$ cat config.mk
export PLATFORM = sky130hd
export DESIGN_NAME = sticky_accum_flat
export DESIGN_NICKNAME = d
export VERILOG_FILES = /design/src/rtl/sticky_accum_if.sv /design/src/rtl/sticky_accum.sv /design/src/flat_wrapper.sv
export SDC_FILE = /design/constraint.sdc
export NUM_CORES = 1
export LEC_CHECK = 0
export CAP_MARGIN = 20
export CORE_MARGIN = 8
export CORE_UTILIZATION = 40
export DETAILED_ROUTE_END_ITERATION = 7
export HOLD_SLACK_MARGIN = 0.02
export PLACE_DENSITY = 0.69
export SLEW_MARGIN = 20
export SYNTH_ARGS = -nofsm -noshare
export SYNTH_HDL_FRONTEND = slang
export SYNTH_SLANG_ARGS = --single-unit
$ cat constraint.sdc
create_clock -name CLK -period 10.55 [get_ports CLK]
set_input_delay 1.5825 -clock CLK [delete_from_list [all_inputs] [get_ports CLK]]
set_output_delay 1.5825 -clock CLK [all_outputs]
set_load 0.01 [all_outputs]
$ cat src/rtl/sticky_accum_if.sv
// Pad-event accumulator bus: capture inputs, clear/read controls and registered status.
// The master drives events and requests; the slave (the accumulator) returns status.
interface sticky_accum_if #(
    parameter int WIDTH = 12,
    parameter int CNT_W = 4
);
    logic [WIDTH-1:0] Din;
    logic             Ce;
    logic [1:0]       Mode;
    logic [WIDTH-1:0] Clr;
    logic             Rd_req;
    logic             Rd_ack;
    logic [WIDTH-1:0] Snap;
    logic [WIDTH-1:0] Dout;
    logic [CNT_W-1:0] Pop;
    logic             Any;
    logic             Full;

    modport master (
        output Din, Ce, Mode, Clr, Rd_req,
        input  Rd_ack, Snap, Dout, Pop, Any, Full
    );

    modport slave (
        input  Din, Ce, Mode, Clr, Rd_req,
        output Rd_ack, Snap, Dout, Pop, Any, Full
    );
endinterface

$ cat src/rtl/sticky_accum.sv
// Sticky per-bit event accumulator with level/edge/toggle capture, mask clear,
// atomic snapshot-and-clear read, and registered population/any/full status.
module sticky_accum #(
    parameter int WIDTH = 12,
    parameter int CNT_W = 4
) (
    input logic         CLK,
    input logic         RST,
    sticky_accum_if.slave bus
);

    localparam logic [1:0] MODE_LEVEL  = 2'b00;
    localparam logic [1:0] MODE_RISE   = 2'b01;
    localparam logic [1:0] MODE_TOGGLE = 2'b10;

    logic [WIDTH-1:0] acc_p1;
    logic [WIDTH-1:0] prev_p1;
    logic [WIDTH-1:0] snap_p1;
    logic             vld_p1;
    logic [CNT_W-1:0] pop_p1;
    logic             any_p1;
    logic             full_p1;

    logic [WIDTH-1:0] rise_p0;
    logic [WIDTH-1:0] kept_p0;
    logic [WIDTH-1:0] acc_next_p0;

    function automatic logic [CNT_W-1:0] pop_count(input logic [WIDTH-1:0] v);
        logic [CNT_W-1:0] n;
        n = '0;
        for (int i = 0; i < WIDTH; i++) begin
            n = n + CNT_W'(v[i]);
        end
        return n;
    endfunction

    // Stage p0: clear first, then capture, so a same-cycle event survives a clear or read.
    always_comb begin
        rise_p0     = bus.Din & ~prev_p1;
        kept_p0     = acc_p1 & ~bus.Clr & ~(bus.Rd_req ? acc_p1 : '0);
        acc_next_p0 = kept_p0;
        if (bus.Ce) begin
            case (bus.Mode)
                MODE_LEVEL:  acc_next_p0 = kept_p0 | bus.Din;
                MODE_RISE:   acc_next_p0 = kept_p0 | rise_p0;
                MODE_TOGGLE: acc_next_p0 = kept_p0 ^ rise_p0;
                default:     acc_next_p0 = kept_p0;
            endcase
        end
    end

    // Stage p1: accumulator, status and snapshot registered together so they stay coherent.
    always_ff @(posedge CLK) begin
        prev_p1 <= bus.Din;
        if (!RST) begin
            acc_p1  <= '0;
            snap_p1 <= '0;
            vld_p1  <= 1'b0;
            pop_p1  <= '0;
            any_p1  <= 1'b0;
            full_p1 <= 1'b0;
        end else begin
            acc_p1  <= acc_next_p0;
            vld_p1  <= bus.Rd_req;
            pop_p1  <= pop_count(acc_next_p0);
            any_p1  <= |acc_next_p0;
            full_p1 <= &acc_next_p0;
            if (bus.Rd_req) begin
                snap_p1 <= acc_p1;
            end
        end
    end

    assign bus.Dout   = acc_p1;
    assign bus.Snap   = snap_p1;
    assign bus.Rd_ack = vld_p1;
    assign bus.Pop    = pop_p1;
    assign bus.Any    = any_p1;
    assign bus.Full   = full_p1;

endmodule

$ cat src/flat_wrapper.sv
// flat-port wrapper written by rule: the top's interface ports become plain ports
module sticky_accum_flat 
#(
    parameter int WIDTH = 12,
    parameter int CNT_W = 4
)
  (CLK, RST, bus_Din, bus_Ce, bus_Mode, bus_Clr, bus_Rd_req, bus_Rd_ack, bus_Snap, bus_Dout, bus_Pop, bus_Any, bus_Full);
  sticky_accum_if #(.WIDTH(WIDTH), .CNT_W(CNT_W)) bus_i ();
  input logic CLK;
  input logic RST;
  input wire logic [$bits(bus_i.Din)-1:0] bus_Din;
  input wire logic [$bits(bus_i.Ce)-1:0] bus_Ce;
  input wire logic [$bits(bus_i.Mode)-1:0] bus_Mode;
  input wire logic [$bits(bus_i.Clr)-1:0] bus_Clr;
  input wire logic [$bits(bus_i.Rd_req)-1:0] bus_Rd_req;
  output wire logic [$bits(bus_i.Rd_ack)-1:0] bus_Rd_ack;
  output wire logic [$bits(bus_i.Snap)-1:0] bus_Snap;
  output wire logic [$bits(bus_i.Dout)-1:0] bus_Dout;
  output wire logic [$bits(bus_i.Pop)-1:0] bus_Pop;
  output wire logic [$bits(bus_i.Any)-1:0] bus_Any;
  output wire logic [$bits(bus_i.Full)-1:0] bus_Full;
  assign bus_i.Din = bus_Din;
  assign bus_i.Ce = bus_Ce;
  assign bus_i.Mode = bus_Mode;
  assign bus_i.Clr = bus_Clr;
  assign bus_i.Rd_req = bus_Rd_req;
  assign bus_Rd_ack = bus_i.Rd_ack;
  assign bus_Snap = bus_i.Snap;
  assign bus_Dout = bus_i.Dout;
  assign bus_Pop = bus_i.Pop;
  assign bus_Any = bus_i.Any;
  assign bus_Full = bus_i.Full;
  sticky_accum #(.WIDTH(WIDTH), .CNT_W(CNT_W)) u_core (.CLK(CLK), .RST(RST), .bus(bus_i));
endmodule
======== Yosys cells after proc, flatten, opt, wreduce, memory -nomap -nowiden ========
Index checks and enable logic that the tools add are counted.
storage, ports and cells
  logic and storage cells ................. 35
  bits in registers ....................... 43
  output and inout bits ................... 31
operators by class
  reduce and logical (&&, ||, !) cells .... 3
  bitwise gates (word level) .............. 9
  add/subtract/negate cells ............... 11
  equality and inequality tests ........... 2
  mux-type cells .......................... 3
operators by type and width
  kind                                                              number
  4-bit by 1-bit adder with 4-bit output                            10
  12-bit AND                                                        3
  12-bit NOT                                                        3
  12-bit case mux with 3 select lines                               1
  12-bit 2-to-1 mux                                                 2
  12-bit OR                                                         2
  12-bit AND reduction                                              1
  12-bit OR reduction                                               1
  12-bit bitwise XOR                                                1
  1-bit by 1-bit adder with 2-bit output                            1
  2-bit by 1-bit == test with 1-bit output (second input constant)  1
  2-bit == test (second input constant)                             1
  2-bit logical NOT                                                 1

======== Depth between registers and ports, before layout ========
Gate-level depths: netlist (run 1).
  depth in word-level cells ............... 17
  gate-level depth with buffers ........... 18

======== Worst setup path after synthesis (run 1) ========
Ideal clock, no wire load.
  kind .................................... input port to flip-flop
  start point ............................. in bus_Rd_req
  end point ............................... reg u_core.pop_p1[1] (netlist: u_core.bus.Pop[1])
  slack ................................... 5.422 ns
  stages on the path ...................... 16
  library setup time ...................... 0.067 ns
  data required time ...................... 10.483 ns
  data arrival time ....................... 5.062 ns
  cells stage by stage .................... buf_6 buf_6 nor3b_1 a41oi_1 a21oi_1 inv_2 ha_1 inv_1 fa_1 inv_1 fa_1 fa_1 fa_1 inv_1 fa_1 nor2_1
between the ends
  longest elaborated chain between the ends .. 17
RTL lines
  element                                                   line                text
  from (decl)                                               flat_wrapper.sv:15  input wire logic [$bits(bus_i.Rd_req)-1:0] bus_Rd_req;
  12-bit 2-to-1 mux (*)                                     sticky_accum.sv:40  kept_p0 = acc_p1 & ~bus.Clr & ~(bus.Rd_req ? acc_p1 : '0);
  12-bit NOT (*)                                            sticky_accum.sv:40
  12-bit AND (*)                                            sticky_accum.sv:40
  12-bit bitwise XOR (tied with other cells)                sticky_accum.sv:46  MODE_TOGGLE: acc_next_p0 = kept_p0 ^ rise_p0;
  12-bit case mux with 3 select lines                       sticky_accum.sv:43  case (bus.Mode)
  12-bit 2-to-1 mux (*)                                     sticky_accum.sv:42  if (bus.Ce) begin
  net u_core.acc_next_p0[0]                                 sticky_accum.sv:26  logic [WIDTH-1:0] acc_next_p0;
  1-bit by 1-bit adder with 2-bit output (*)                sticky_accum.sv:32  n = n + CNT_W'(v[i]);
  4-bit by 1-bit adder with 4-bit output (*) (10 in a row)  sticky_accum.sv:32
  to (signal assigned)                                      sticky_accum.sv:65  pop_p1 <= pop_count(acc_next_p0);
  to (decl)                                                 sticky_accum.sv:20  logic [CNT_W-1:0] pop_p1;
The timed path passes the listed nets; every way through them passes the cells marked *.
A chain may end at the register's enable or synchronous reset.

======== Final worst setup path (run 1) ========
  start point ............................. in bus_Mode[0]
  end point ............................... reg u_core.pop_p1[1] (netlist: u_core.bus.Pop[1])
between the ends
  longest elaborated chain between the ends .. 14
RTL lines
  element                                                   line                text
  from (decl)                                               flat_wrapper.sv:13  input wire logic [$bits(bus_i.Mode)-1:0] bus_Mode;
  2-bit == test (tied with other cells)                     sticky_accum.sv:43
  12-bit case mux with 3 select lines (*)                   sticky_accum.sv:43
  12-bit 2-to-1 mux (*)                                     sticky_accum.sv:42
  net u_core.acc_next_p0[1]                                 sticky_accum.sv:26
  1-bit by 1-bit adder with 2-bit output (*)                sticky_accum.sv:32
  4-bit by 1-bit adder with 4-bit output (*) (10 in a row)  sticky_accum.sv:32
Marks and branches as above.

==> run metrics, run 1 <==
CP max stage cell clkdlybuf4s50_1; switching power 93.0 µW; CP cell instances clkdlybuf4s50_1 > nand2b_4 > nor3_1 > a21oi_1 > inv_2 > ha_1 > inv_1 > fa_1 > inv_1 > fa_1 > fa_1 > fa_1 > inv_1 > fa_1 > nor2_1; Pre-antenna DRT Iters 4; static leakage 0.00108 µW; Clock transition at path regs approximately 0.080 ns; final-report hold violation count 0; I/O pins 61; clk buf depth 2; Commonest cells post-synth dfxtp_1, nand2_1, nor2_1, inv_1; Final setup viols 0; async set-reset flop share out of synthesis 0%; max-capacitance violation count 0; Slowest Stage Delay on Critical Path 0.95 ns; Setup TNS 0 ns; part of the Yosys area used for sequential elements between 40% and 50%; HP Class reg2reg; Post-DP HPWL 3.79 mm; flops & latches, synth 43; total chip power 347 µW; number of vias per cell 4.93; critical path endpoint category flip-flop; grt met2 use 21.8%; IO Port Bufs 60; final instance area between 2000 and 3000 µm²; Non-Filler Instances around 350; most frequent cell on the critical path fa_1; most frequent cell after synthesis dfxtp_1; Post-DRT Antenna Nets 0; diodes inserted 0; largest net degree at the start of global routing 26; first-pass GRT wire length 8.15 mm; number of remaining DRC errors 0; CP max FO 24; Setup Buffers After CTS 0; crit share post-route 55.0%; post-layout minimum cycle time 5.81 ns; status finished clean; mapped cell area 2070 µm²; proportion of layout cells with a drive suffix above 1 7.61%; post_cts resized 0; met3 usage 5.63%; clk sinks 43; via count between 1500 and 2000; Placeable Area around 5000 µm²; area grow syn2layout 33.9%; cell taking the most area after synthesis dfxtp_1; GR peak layer met2; Slew HR between 40% and 50%; placed cells 338; clock root cell clkbuf_8; H-tree Lvls 2; GR Layer Usage met1 16.3%; gr ovfl total 0; initial core utilization 41.0%; syn_nets 261; predominant post-synthesis flop cell dfxtp_1; Clock Latency Late Sink 0.29 ns; combinational power share 20.6%; Syn Area/Cell between 9 and 10 µm²; nets 317; Yosys Warn Count 0; clk_skew 0.00252 ns; part of the power in registers 50.4%; Synth cell types 30; CP top delay family adder cells; synth top area cells dfxtp_1, fa_1, mux2i_1; First DRT Iteration DRCs 74; CTS Buf Count 5; WL/cell 14.6 µm; Hold-fix buffers, CTS 0; Setup CP Type in2reg; RSZ-0062 raised after global routing false; Critical Path AT 6.03 ns; full die area 7720 µm²; number of enable flip-flop cells after synthesis 0; PD cells ~130 nW/µm²; Clock power frac a little under 30%; die height 87.9 µm; final max-slew violation count 0; initial antenna violation count 0; RePlAce Congestion 0.807; # rows 26; Post-Syn Instances 219; gr usage total 13.9%; Die Width 87.9 µm; WP buf/inv 5; worst-margin pin slew between 0.8 and 0.9 ns; Post-Place Cell Area roughly 2700 µm²; layout filler cell count ~480; Worst EP required 10.78 ns; worst ir drop on vdd 0.0771 mV; achievable clock frequency roughly 170 MHz; vias in the first global route 1653; CTS tree done; Sw Share a little over a quarter; CP Launch Type input pin; cell-internal power 254 µW; final wirelength 5.07 mm; Yosys top cell area share 41.6%; final core occ between 50% and 60%
[cell families after synthesis]
kind of cell / Yosys count / share of synthesized area (%)
buffers and inverters: 28 / 6.60
DFF: 43 / 41.6
adders and majority gates: 12 / 9.81
AOI/OAI and AO/OA: 39 / 13.1
muxes: 12 / 5.81
xor gates and xnor gates: 1 / 0.424
and+or+nand+nor: 84 / 22.6
[flip-flops by register name (all words and copies together), names as in the netlist]
name / cells
u_core.bus.Full: 1
u_core.bus.Snap: 12
u_core.bus.Any: 1
u_core.bus.Dout: 12
u_core.bus.Pop: 4
u_core.bus.Rd_ack: 1
u_core.prev_p1: 12
[per-layer routing]
layer | up-vias | part of all wire, %
met5 | - | 0
li1 | 860 | -
met2 | 48 | 45
met3 | 9 | 8.5
met4 | 0 | 1.8
met1 | 788 | 44
[cell type report]
| class | count | area [µm²] | area share, % |
|---|---|---|---|
| Sequential cell | 43 | 861 | 31.1 |
| Clock inverter | 1 | 5.00 | 0.181 |
| Inverter | 16 | 60.1 | 2.17 |
| Multi-Input combinational cell | 148 | 1070 | 38.7 |
| Clock buffer | 7 | 76.3 | 2.76 |
| Tap cell | 70 | 87.6 | 3.16 |
| Timing Repair Buffer | 61 | 608 | 22.0 |
[power groups by stage]
| stage | clock, µW | combinational, µW | sequential, µW |
|---|---|---|---|
| final | 100 | 71.6 | 175 |
| after global routing | 110 | 80.1 | 176 |
| after CTS | 105 | 72.9 | 175 |
| after detailed placement | 0 | 72.6 | 179 |
| after global placement | 0 | 70.6 | 179 |
| after floorplan | 0 | 37.3 | 181 |
[path summary, 6_finish.rpt]
| path | endpoint | startpoint | slack, ns | cells past startpoint |
|---|---|---|---|---|
| worst max-delay path | u_core.bus.Pop[1]$_SDFF_PN0_ | bus_Mode[0] | 4.74 | 15 |
| worst min-delay path | u_core.bus.Snap[4]$_SDFFE_PN0P_ | u_core.bus.Snap[4]$_SDFFE_PN0P_ | 0.50 | 2 |
| worst max register to register | u_core.bus.Pop[1]$_SDFF_PN0_ | u_core.bus.Dout[1]$_SDFF_PN0_ | 6.71 | 14 |
| worst min register to register | u_core.bus.Snap[4]$_SDFFE_PN0P_ | u_core.bus.Snap[4]$_SDFFE_PN0P_ | 0.50 | 2 |
[through the flow]
stage | hold slack, ns | setup slack, ns
4_1_cts | 0.502 | 4.75
3_3_place_gp | 0.475 | 4.52
5_1_grt | 0.518 | 4.52
3_5_place_dp | 0.481 | 4.44
2_1_floorplan | 0.531 | 5.42
6_report | 0.496 | 4.74
[worst min-delay path, stage by stage (launching register included)]
cell and delay, ns:
dfxtp_1 0.33, mux2i_1 0.06, nor2_1 0.07
[placed cells by master (no fill, tap or decap), drive strengths merged]
cell           Yosys  routed
and2              10      10
a21o               1       1
xor2               1       1
a21oi             13      13
nand2             23      23
a41oi             12      12
nand2b             1       1
inv               16      16
nor3              14      14
clkbuf             3       7
clkdlybuf4s50      0      60
mux2i             12      12
fa                 7       7
nor4               2       2
dfxtp             43      43
o21ai             12      12
clkinv             0       1
ha                 5       5
a31oi              1       1
nor2              19      19
buf                9       1
nand4              3       3
nor3b             12      12
Power figures use the tool's default switching activity.
==> run 2, diff against run 1 <==
- PLACE_DENSITY: 0.69 -> 0.72
- clock period: 10.55 -> 4.7 ns (I/O delays scaled with it)
==> run 2 against run 1 <==
Net effect: non-clock buffer count rose by 24; cell area rose by 6.9%; wire length rose by 14%; die area did not move; critical path depth did not move; sequential share of layout area fell by 2.0 points; worst hold slack barely moved.
==> run metrics, run 2 (synthesis gave the netlist of run 1 again) <==
critical path endpoint category flip-flop; commonest non-fill, non-tap cell in the layout clkdlybuf4s50_1; CTS tree done; Hold-fix buffers, CTS 0; CTS Buf Count 5; CP Launch Point bus_Rd_req; R2R setup slack 0.81 ns; # rows 26; static leakage approximately 0.0012 µW; CP Launch Type input pin; Clock Latency Late Sink approximately 0.3 ns; Clock transition at path regs ~0.08 ns; crit path to u_core.bus.Pop[1]$_SDFF_PN0_; switching power 217 µW; Final setup viols 0; Place WS -0.0360 ns; gr usage total ~16%; die height 87.9 µm; initial antenna violation count 0; layout filler cell count 450; Post-DP HPWL 4.49 mm; PD cells 274 nW/µm²; worst-margin pin slew 0.622 ns; max-capacitance violation count 0; number of vias per cell 5.01; IO Port Bufs 60; post-layout minimum cycle time 4.52 ns; combinational power share 22.1%; final-report hold violation count 0; largest net degree at the start of global routing 21; via count 1850; achievable clock frequency ~220 MHz; Setup CP Type in2reg; final core occ 58.7%; commonest cells after routing, fill and taps aside clkdlybuf4s50_1, dfxtp_1, buf_4; final max-slew violation count 0; full die area around 7700 µm²; HP Class reg2reg; first-pass GRT wire length between 9 and 10 mm; CP max FO 4; Critical Path AT 4.74 ns; RSZ-0062 raised after global routing false; Setup TNS 0 ns; clk sinks 43; proportion of layout cells with a drive suffix above 1 15.7%; crit share post-route 96.1%; status finished clean; nets 341; H-tree Lvls 2; Placeable Area 5040 µm²; worst ir drop on vdd 0.160 mV; cell-internal power 594 µW; Worst EP required 4.93 ns; Hold WS 0.496 ns; Worst Setup Slack, final 0.181 ns; total chip power roughly 810 µW; reg2reg end u_core.bus.Pop[1]$_SDFF_PN0_; First DRT Iteration DRCs 114; final wirelength 5.76 mm; Pre-antenna DRT Iters 4; gr ovfl total 0; RePlAce Congestion 0.828; clock root cell clkbuf_8; Die Width 87.9 µm; area grow syn2layout 43.2%; clk buf depth 2; vias in the first global route 1948; WL/cell 15.6 µm; initial core utilization a little over 40%; number of remaining DRC errors 0; path depth of the worst reg2reg path 14; I/O pins 61; Slew HR 58.5%; Sw Share 26.8%; Clock power frac between 20% and 30%; clk_skew a little over 0.006 ns; diodes inserted 0; Post-DRT Antenna Nets 0; RR Startpoint u_core.bus.Dout[1]$_SDFF_PN0_; part of the power in registers 48.5%
[run 2: cell types whose count changed in the layout (fill, tap and decap cells not counted), sizes merged]
cell    change
clkbuf      -1
buf        +24
[run 2: routing by layer]
metal  global-route usage (%)  part of all wire [%]
met3                     4.69                   7.4
met4                     4.53                   1.0
met1                     18.8                    44
met2                     26.1                    47
met5                        0                     0
[run 2: how the worst min path moves through the flow]
| stage | slack (ns) | startpoint | endpoint | cells past startpoint |
|---|---|---|---|---|
| floorplan | 0.53 | u_core.bus.Snap[0]$_SDFFE_PN0P_ | u_core.bus.Snap[0]$_SDFFE_PN0P_ | 2 |
| global placement | 0.47 | u_core.bus.Snap[3]$_SDFFE_PN0P_ | u_core.bus.Snap[3]$_SDFFE_PN0P_ | 2 |
| detailed placement | 0.48 | u_core.bus.Snap[3]$_SDFFE_PN0P_ | u_core.bus.Snap[3]$_SDFFE_PN0P_ | 2 |
| CTS | 0.50 | u_core.bus.Snap[3]$_SDFFE_PN0P_ | u_core.bus.Snap[3]$_SDFFE_PN0P_ | 2 |
| global route | 0.53 | u_core.bus.Snap[9]$_SDFFE_PN0P_ | u_core.bus.Snap[9]$_SDFFE_PN0P_ | 2 |
| finish | 0.50 | u_core.bus.Snap[6]$_SDFFE_PN0P_ | u_core.bus.Snap[6]$_SDFFE_PN0P_ | 2 |
[run 2: through the flow]
step,cell area [µm²],instances
global placement,2870,362
floorplan,2070,219
CTS,2950,369
finish,2960,369
global route,2960,369
detailed placement,2870,362
[run 2: what timing repair did]
item | in CTS | in global routing
setup endpoints to repair | 0 | 2
hold endpoints to repair | 0 | 0
gates resized for setup | 0 | 1
buffers inserted | 0 | 0
[run 2: critical path, stage by stage]
cell,delay (ns)
clkdlybuf4s50_1,0.53
nor3b_1,0.34
a41oi_1,0.08
a21oi_1,0.22
inv_2,0.07
ha_1,0.29
inv_1,0.05
fa_1,0.47
inv_1,0.05
fa_1,0.52
fa_1,0.43
fa_1,0.40
inv_1,0.08
fa_1,0.40
nor2_1,0.10
[run 2: power by group through the flow]
stage          combinational [µW]  sequential (µW)  clock, µW
2_1_floorplan                83.7              407          0
3_3_place_gp                  176              402          0
3_5_place_dp                  179              402          0
4_1_cts                       181              393        247
5_1_grt                       199              396        256
6_report                      180              393        238
[run 2: cell type report]
class	count	area (µm²)	share of cell area (%)
multi-input combinational	148	1070	36.3
inverter	16	60.1	2.03
tap	70	87.6	2.96
timing repair buffer	85	788	26.6
clock buffer	6	82.6	2.79
sequential	43	861	29.1
clock inverter	1	5.00	0.169
==> run 3, diff against run 2 <==
- RECOVER_POWER: default -> 50
==> run 3 against run 2 <==
Net effect: worst hold slack got worse by 0.0048 ns; first-iteration DRC count unchanged; non-clock buffer count unchanged; wire length unchanged; clock power about the same; sequential power about the same; clock skew increased by 0.00068 ns; sequential share of layout area unchanged; total power decreased by 0.76%; combinational power decreased by 4%; highest routed layer unchanged; fmax about the same; count of clock-buffer cells in the layout unchanged.
==> run metrics, run 3 (synthesis gave the netlist of run 1 again) <==
status finished clean; full die area slightly below 8000 µm²; RePlAce Congestion 0.828; final-report hold violation count 0; Post-Place Cell Area 2870 µm²; critical path endpoint category flip-flop; Final setup viols 0; Clock power frac 29.7%; most frequent cell on the critical path fa_1; Setup TNS 0 ns; # rows 26; Pre-antenna DRT Iters 4; final wirelength 5.76 mm; worst-margin pin slew 0.622 ns; diodes inserted 0; gr usage total 15.6%; Place WS -0.0360 ns; Clock Latency Late Sink 0.30 ns; Die Width 87.9 µm; final instance area 2960 µm²; total chip power around 800 µW; RR Startpoint u_core.bus.Dout[1]$_SDFF_PN0_; CP max stage cell clkdlybuf4s50_1; CP cell instances clkdlybuf4s50_1 > nor3b_1 > a41oi_1 > a21oi_1 > inv_2 > ha_1 > inv_1 > fa_1 > inv_1 > fa_1 > fa_1 > fa_1 > inv_1 > fa_1 > nor2_1; I/O pins 61; clk_skew 0.00674 ns; via count 1854; Sw Share 27.0%; nets 341; layout filler cell count 450; CP Launch Point bus_Rd_req; commonest cells after routing, fill and taps aside dfxtp_1, dlygate4sd3_1, buf_4; cell-internal power just under 600 µW; commonest non-fill, non-tap cell in the layout dfxtp_1; largest net degree at the start of global routing 21; hold depth 2; vias in the first global route between 1500 and 2000; H-tree Lvls 2; R2R setup slack 0.81 ns; Min-Delay Endpoint u_core.bus.Snap[6]$_SDFFE_PN0P_; static leakage 0.00127 µW; reg2reg end u_core.bus.Pop[1]$_SDFF_PN0_; number of remaining DRC errors 0; Slew HR 58.5%; WL/cell around 16 µm; worst ir drop on vdd 0.160 mV; clock root cell clkbuf_8; Placeable Area between 5000 and 6000 µm²; number of vias per cell 5.02; max-capacitance violation count 0; initial core utilization 41.0%; achievable clock frequency 221 MHz; Clock transition at path regs approximately 0.08 ns; path depth of the worst reg2reg path 14; Worst EP required a little under 5 ns; Setup Buffers After CTS 0; Worst Setup Slack, final 0.181 ns; initial antenna violation count 0; Setup CP Type in2reg; RSZ-0062 raised after global routing false; CTS tree done; Slowest Stage Delay on Critical Path 0.53 ns; post-layout minimum cycle time 4.52 ns; Hold Startpoint u_core.bus.Snap[6]$_SDFFE_PN0P_; Post-DP HPWL 4.49 mm; clk buf depth 2; Hold WS 0.491 ns; CTS Buf Count 5; clk sinks between 40 and 50; PD cells 272 nW/µm²; gr ovfl total 0; CP Launch Type input pin; Post-DRT Antenna Nets 0; die height a little under 90 µm; HP Class reg2reg; combinational power share 21.5%; CP max FO 4; switching power 218 µW; final max-slew violation count 0; Critical Path AT 4.74 ns; proportion of layout cells with a drive suffix above 1 15.7%; IO Port Bufs 60; first-pass GRT wire length 9.30 mm; crit share post-route 96.1%; area grow syn2layout 43.2%; part of the power in registers 48.8%; First DRT Iteration DRCs 114
[run 3: changes by cell type in the layout (fill, tap and decap cells not counted), sizes merged]
cell,previous run,this run
clkdlybuf4s50,60,24
dlygate4sd3,0,36
[run 3: what timing repair did]
| item | CTS | global route |
|---|---|---|
| hold buffers | 0 | 0 |
| endpoints found under the hold margin | 0 | 0 |
| setup endpoints to repair | 0 | 2 |
| gates resized for setup | 0 | 1 |
[run 3: power by group through the flow]
stage,combinational [µW],sequential (µW),clock (µW)
floorplan,83.7,407,0
global placement,176,402,0
detailed placement,179,402,0
CTS,181,393,247
global route,193,395,256
finish,173,393,239
[run 3: cell type report]
cell class | count | area (µm²) | share of cell area, %
clock buffers | 6 | 82.6 | 2.79
clock inverters | 1 | 5.00 | 0.169
inverters | 16 | 60.1 | 2.03
multi-input cells | 148 | 1070 | 36.3
flip-flops and latches | 43 | 861 | 29.1
well taps | 70 | 87.6 | 2.96
repair buffers | 85 | 788 | 26.6
[run 3: layer usage]
layer | global-route usage (%) | vias to the layer above | part of all wire [%]
met4 | 4.53 | 0 | 1.0
met2 | 26.1 | 67 | 47
met1 | 18.8 | 867 | 44
met5 | 0 | - | 0
met3 | 4.69 | 7 | 7.6
li1 | - | 913 | -
[run 3: how the worst max path moves through the flow]
stage	cells past startpoint	end	slack (ns)
after global placement	14	u_core.bus.Pop[1]$_SDFF_PN0_	0.009
after floorplan	16	u_core.bus.Pop[1]$_SDFF_PN0_	0.45
after global routing	15	u_core.bus.Pop[1]$_SDFF_PN0_	0.04
after detailed placement	15	u_core.bus.Pop[1]$_SDFF_PN0_	-0.04
final	15	u_core.bus.Pop[1]$_SDFF_PN0_	0.18
after CTS	15	u_core.bus.Pop[1]$_SDFF_PN0_	0.21
[run 3: metrics by stage]
| step | utilization (%) | instances |
|---|---|---|
| finish | 58.7 | 369 |
| global route | 58.7 | 369 |
| CTS | 58.6 | 369 |
| detailed placement | 56.8 | 362 |
| global placement | 56.8 | 362 |
| floorplan | - | 219 |
[run 3: critical path: cells and delay by family]
kind                       cells  cell delay (ns)
adders and majority gates      6             2.51
buffers and inverters          5             0.78
and+or+nand+nor                2             0.44
AOI/OAI and AO/OA              2             0.30
==> edit (settings of run 1) <==
`CNT_W` is set to 4 in 3 places; all go to 3.
--- a/src/rtl/sticky_accum_if.sv
+++ b/src/rtl/sticky_accum_if.sv
@@ -2,7 +2,7 @@
 // The master drives events and requests; the slave (the accumulator) returns status.
 interface sticky_accum_if #(
     parameter int WIDTH = 12,
-    parameter int CNT_W = 4
+    parameter int CNT_W = 3
 );
     logic [WIDTH-1:0] Din;
     logic             Ce;
--- a/src/rtl/sticky_accum.sv
+++ b/src/rtl/sticky_accum.sv
@@ -2,7 +2,7 @@
 // atomic snapshot-and-clear read, and registered population/any/full status.
 module sticky_accum #(
     parameter int WIDTH = 12,
-    parameter int CNT_W = 4
+    parameter int CNT_W = 3
 ) (
     input logic         CLK,
     input logic         RST,
--- a/src/flat_wrapper.sv
+++ b/src/flat_wrapper.sv
@@ -2,7 +2,7 @@
 module sticky_accum_flat 
 #(
     parameter int WIDTH = 12,
-    parameter int CNT_W = 4
+    parameter int CNT_W = 3
 )
   (CLK, RST, bus_Din, bus_Ce, bus_Mode, bus_Clr, bus_Rd_req, bus_Rd_ack, bus_Snap, bus_Dout, bus_Pop, bus_Any, bus_Full);
   sticky_accum_if #(.WIDTH(WIDTH), .CNT_W(CNT_W)) bus_i ();
Interface: changed (resized bus_Pop); port bits go from 61 to 60. The function was not compared with the original's and may differ.
==> edit against run 1 <==
Synthesized area decreased by 1.9%. Critical path depth grew 2. Fmax is 2.6% lower. First-iteration DRC count up 11%. Sequential cell count is 1 lower. Wire length rose by 2.8%. Worst setup slack worse by 150 ps. Sequential share of layout area hardly changed. Die area decreased by 1.6%. Final area down 2.3%. Via count down 1.1%. Power down 0.11%. Count of clock-buffer cells in the layout decreased by 2. Critical endpoint is now u_core.bus.Pop[2]. Largest cell class unchanged. Highest routed layer unchanged.
==> edit: results (changes against run 1) <==
stage	metric	value	unit	change
outcome	run_status	finished, final reports clean		
finish	share_of_final_layout_standard_cells_stronger_than_drive_strength_1	0.08989		+0.01380
timing	worstMarginPinSlew	808.8	ps	+1.650 ps
synthesis	synth.area.top_cells	sky130_fd_sc_hd__dfxtp_1 (41%), sky130_fd_sc_hd__fa_1 (6.9%), sky130_fd_sc_hd__mux2i_1 (5.9%)		
cts	clockRootBuffer	sky130_fd_sc_hd__clkbuf_8		
routing	vias	1686		-1.1%
worst_setup_path	timing.critical_path.arrival	6120	ps	+90 ps
timing	fmaxAchievable	167.8	MHz	-2.6%
synthesis	synth-adder-area-share	0.08765		-0.01041
finish	non_clock_buffer_count	60		-1.6%
place	hpwl	3.813	mm	+0.74%
place	gp_congestion	0.7998		-0.84%
routing	wire_per_inst	15.45	um	+5.5%
power_and_ir_drop	power.static_leakage	0.001032	uW	-4.1%
timing	final_setup_skew	6.207	ps	+3.688 ps
worst_setup_path	crit-reg2reg-capture	u_core.bus.Pop[2]		
finish	layout-area-overhead-vs-synth	33.46	%	
worst_setup_path	reg2reg_setup_slack	6420	ps	-290 ps
finish	layout.clock.cell_area_share	0.03330		+0.003917
place	pre_cts_ws	4298	ps	-137.8 ps
routing	dr_wl_met3	337	um	-21%
routing	met1_length	2.358	mm	+4.9%
power_and_ir_drop	p_int	249.0	uW	-2.0%
global_route	grtUsageTotal	0.1398		+0.0008664
synthesis	synth_compound_gate_area_share	0.1272		-0.003590
synthesis	synthXorXnorAreaFrac	0.008642		+0.004405
global_route	wire_length_of_the_first_global_routing_pass	8.183	mm	+0.43%
finish	nMultiInputCombCells	139		-6.1%
finish	design.final.nets	306		-3.5%
place	dpl_cell_area	2615	um2	-2.7%
finish	share_of_cell_area_taken_by_multi_input_logic_gates	0.3774		-0.009101
global_route	first_global_vias	1624		-1.8%
finish	seq-cell-share	0.3108		about the same
cts	cts_num_sinks	42		-2.3%
worst_setup_path	reg2regPathDepth	16		+2
synthesis	postSynthNetCount	251		-3.8%
finish	num-fill-cells	492		+2.1%
worst_setup_path	critPathMaxFanout	19		-21%
synthesis	ys_top_cells_by_count	sky130_fd_sc_hd__dfxtp_1 (42), sky130_fd_sc_hd__nor2_1 (19), sky130_fd_sc_hd__inv_1 (18), sky130_fd_sc_hd__nand2_1 (18), sky130_fd_sc_hd__mux2i_1 (12)		
routing	drt-vias-per-instance	5.003		+1.5%
finish	non_clock_inverter_count	18		+2
routing	initialDrtViolationCount	82		+11%
synthesis	synth.yosys.seq_area_share	0.4148		-0.001650
synthesis	muxShareOfSynthArea	0.05926		+0.001148
place	portBuffers	59		-1.7%
routing	met2WireLength	2.410	mm	+4.9%
power_and_ir_drop	vdd.ir_drop.worst	0.00007070	V	-8.3%
place	post-place-cells	329		-2.7%
worst_setup_path	timing.critical_path.slowest_cell_delay	730	ps	-220 ps
## edit: worst min-delay path by stage
stage / slack, ps / startpoint / cells after the start / to
after CTS: 500 / u_core.bus.Snap[3] / 2 / u_core.bus.Snap[3]
after detailed placement: 480 / u_core.bus.Snap[4] / 2 / u_core.bus.Snap[4]
after global routing: 520 / u_core.bus.Snap[3] / 2 / u_core.bus.Snap[3]
after global placement: 480 / u_core.bus.Snap[4] / 2 / u_core.bus.Snap[4]
after floorplan: 530 / u_core.bus.Snap[0] / 2 / u_core.bus.Snap[0]
final: 500 / u_core.bus.Snap[4] / 2 / u_core.bus.Snap[4]
## edit: power groups by stage
stage          Clock (uW)  Combinational [uW]  Sequential [uW]
2_1_floorplan           0                36.4              177
3_3_place_gp            0                68.5              175
3_5_place_dp            0                70.1              175
4_1_cts               110                71.0              172
5_1_grt               116                77.8              173
6_report              105                69.6              172
## edit: routing by layer
layer,vias up,track usage
li1,831,-
met1,783,0.1743
met2,61,0.2186
met3,11,0.04528
met4,0,0.05156
met5,-,0
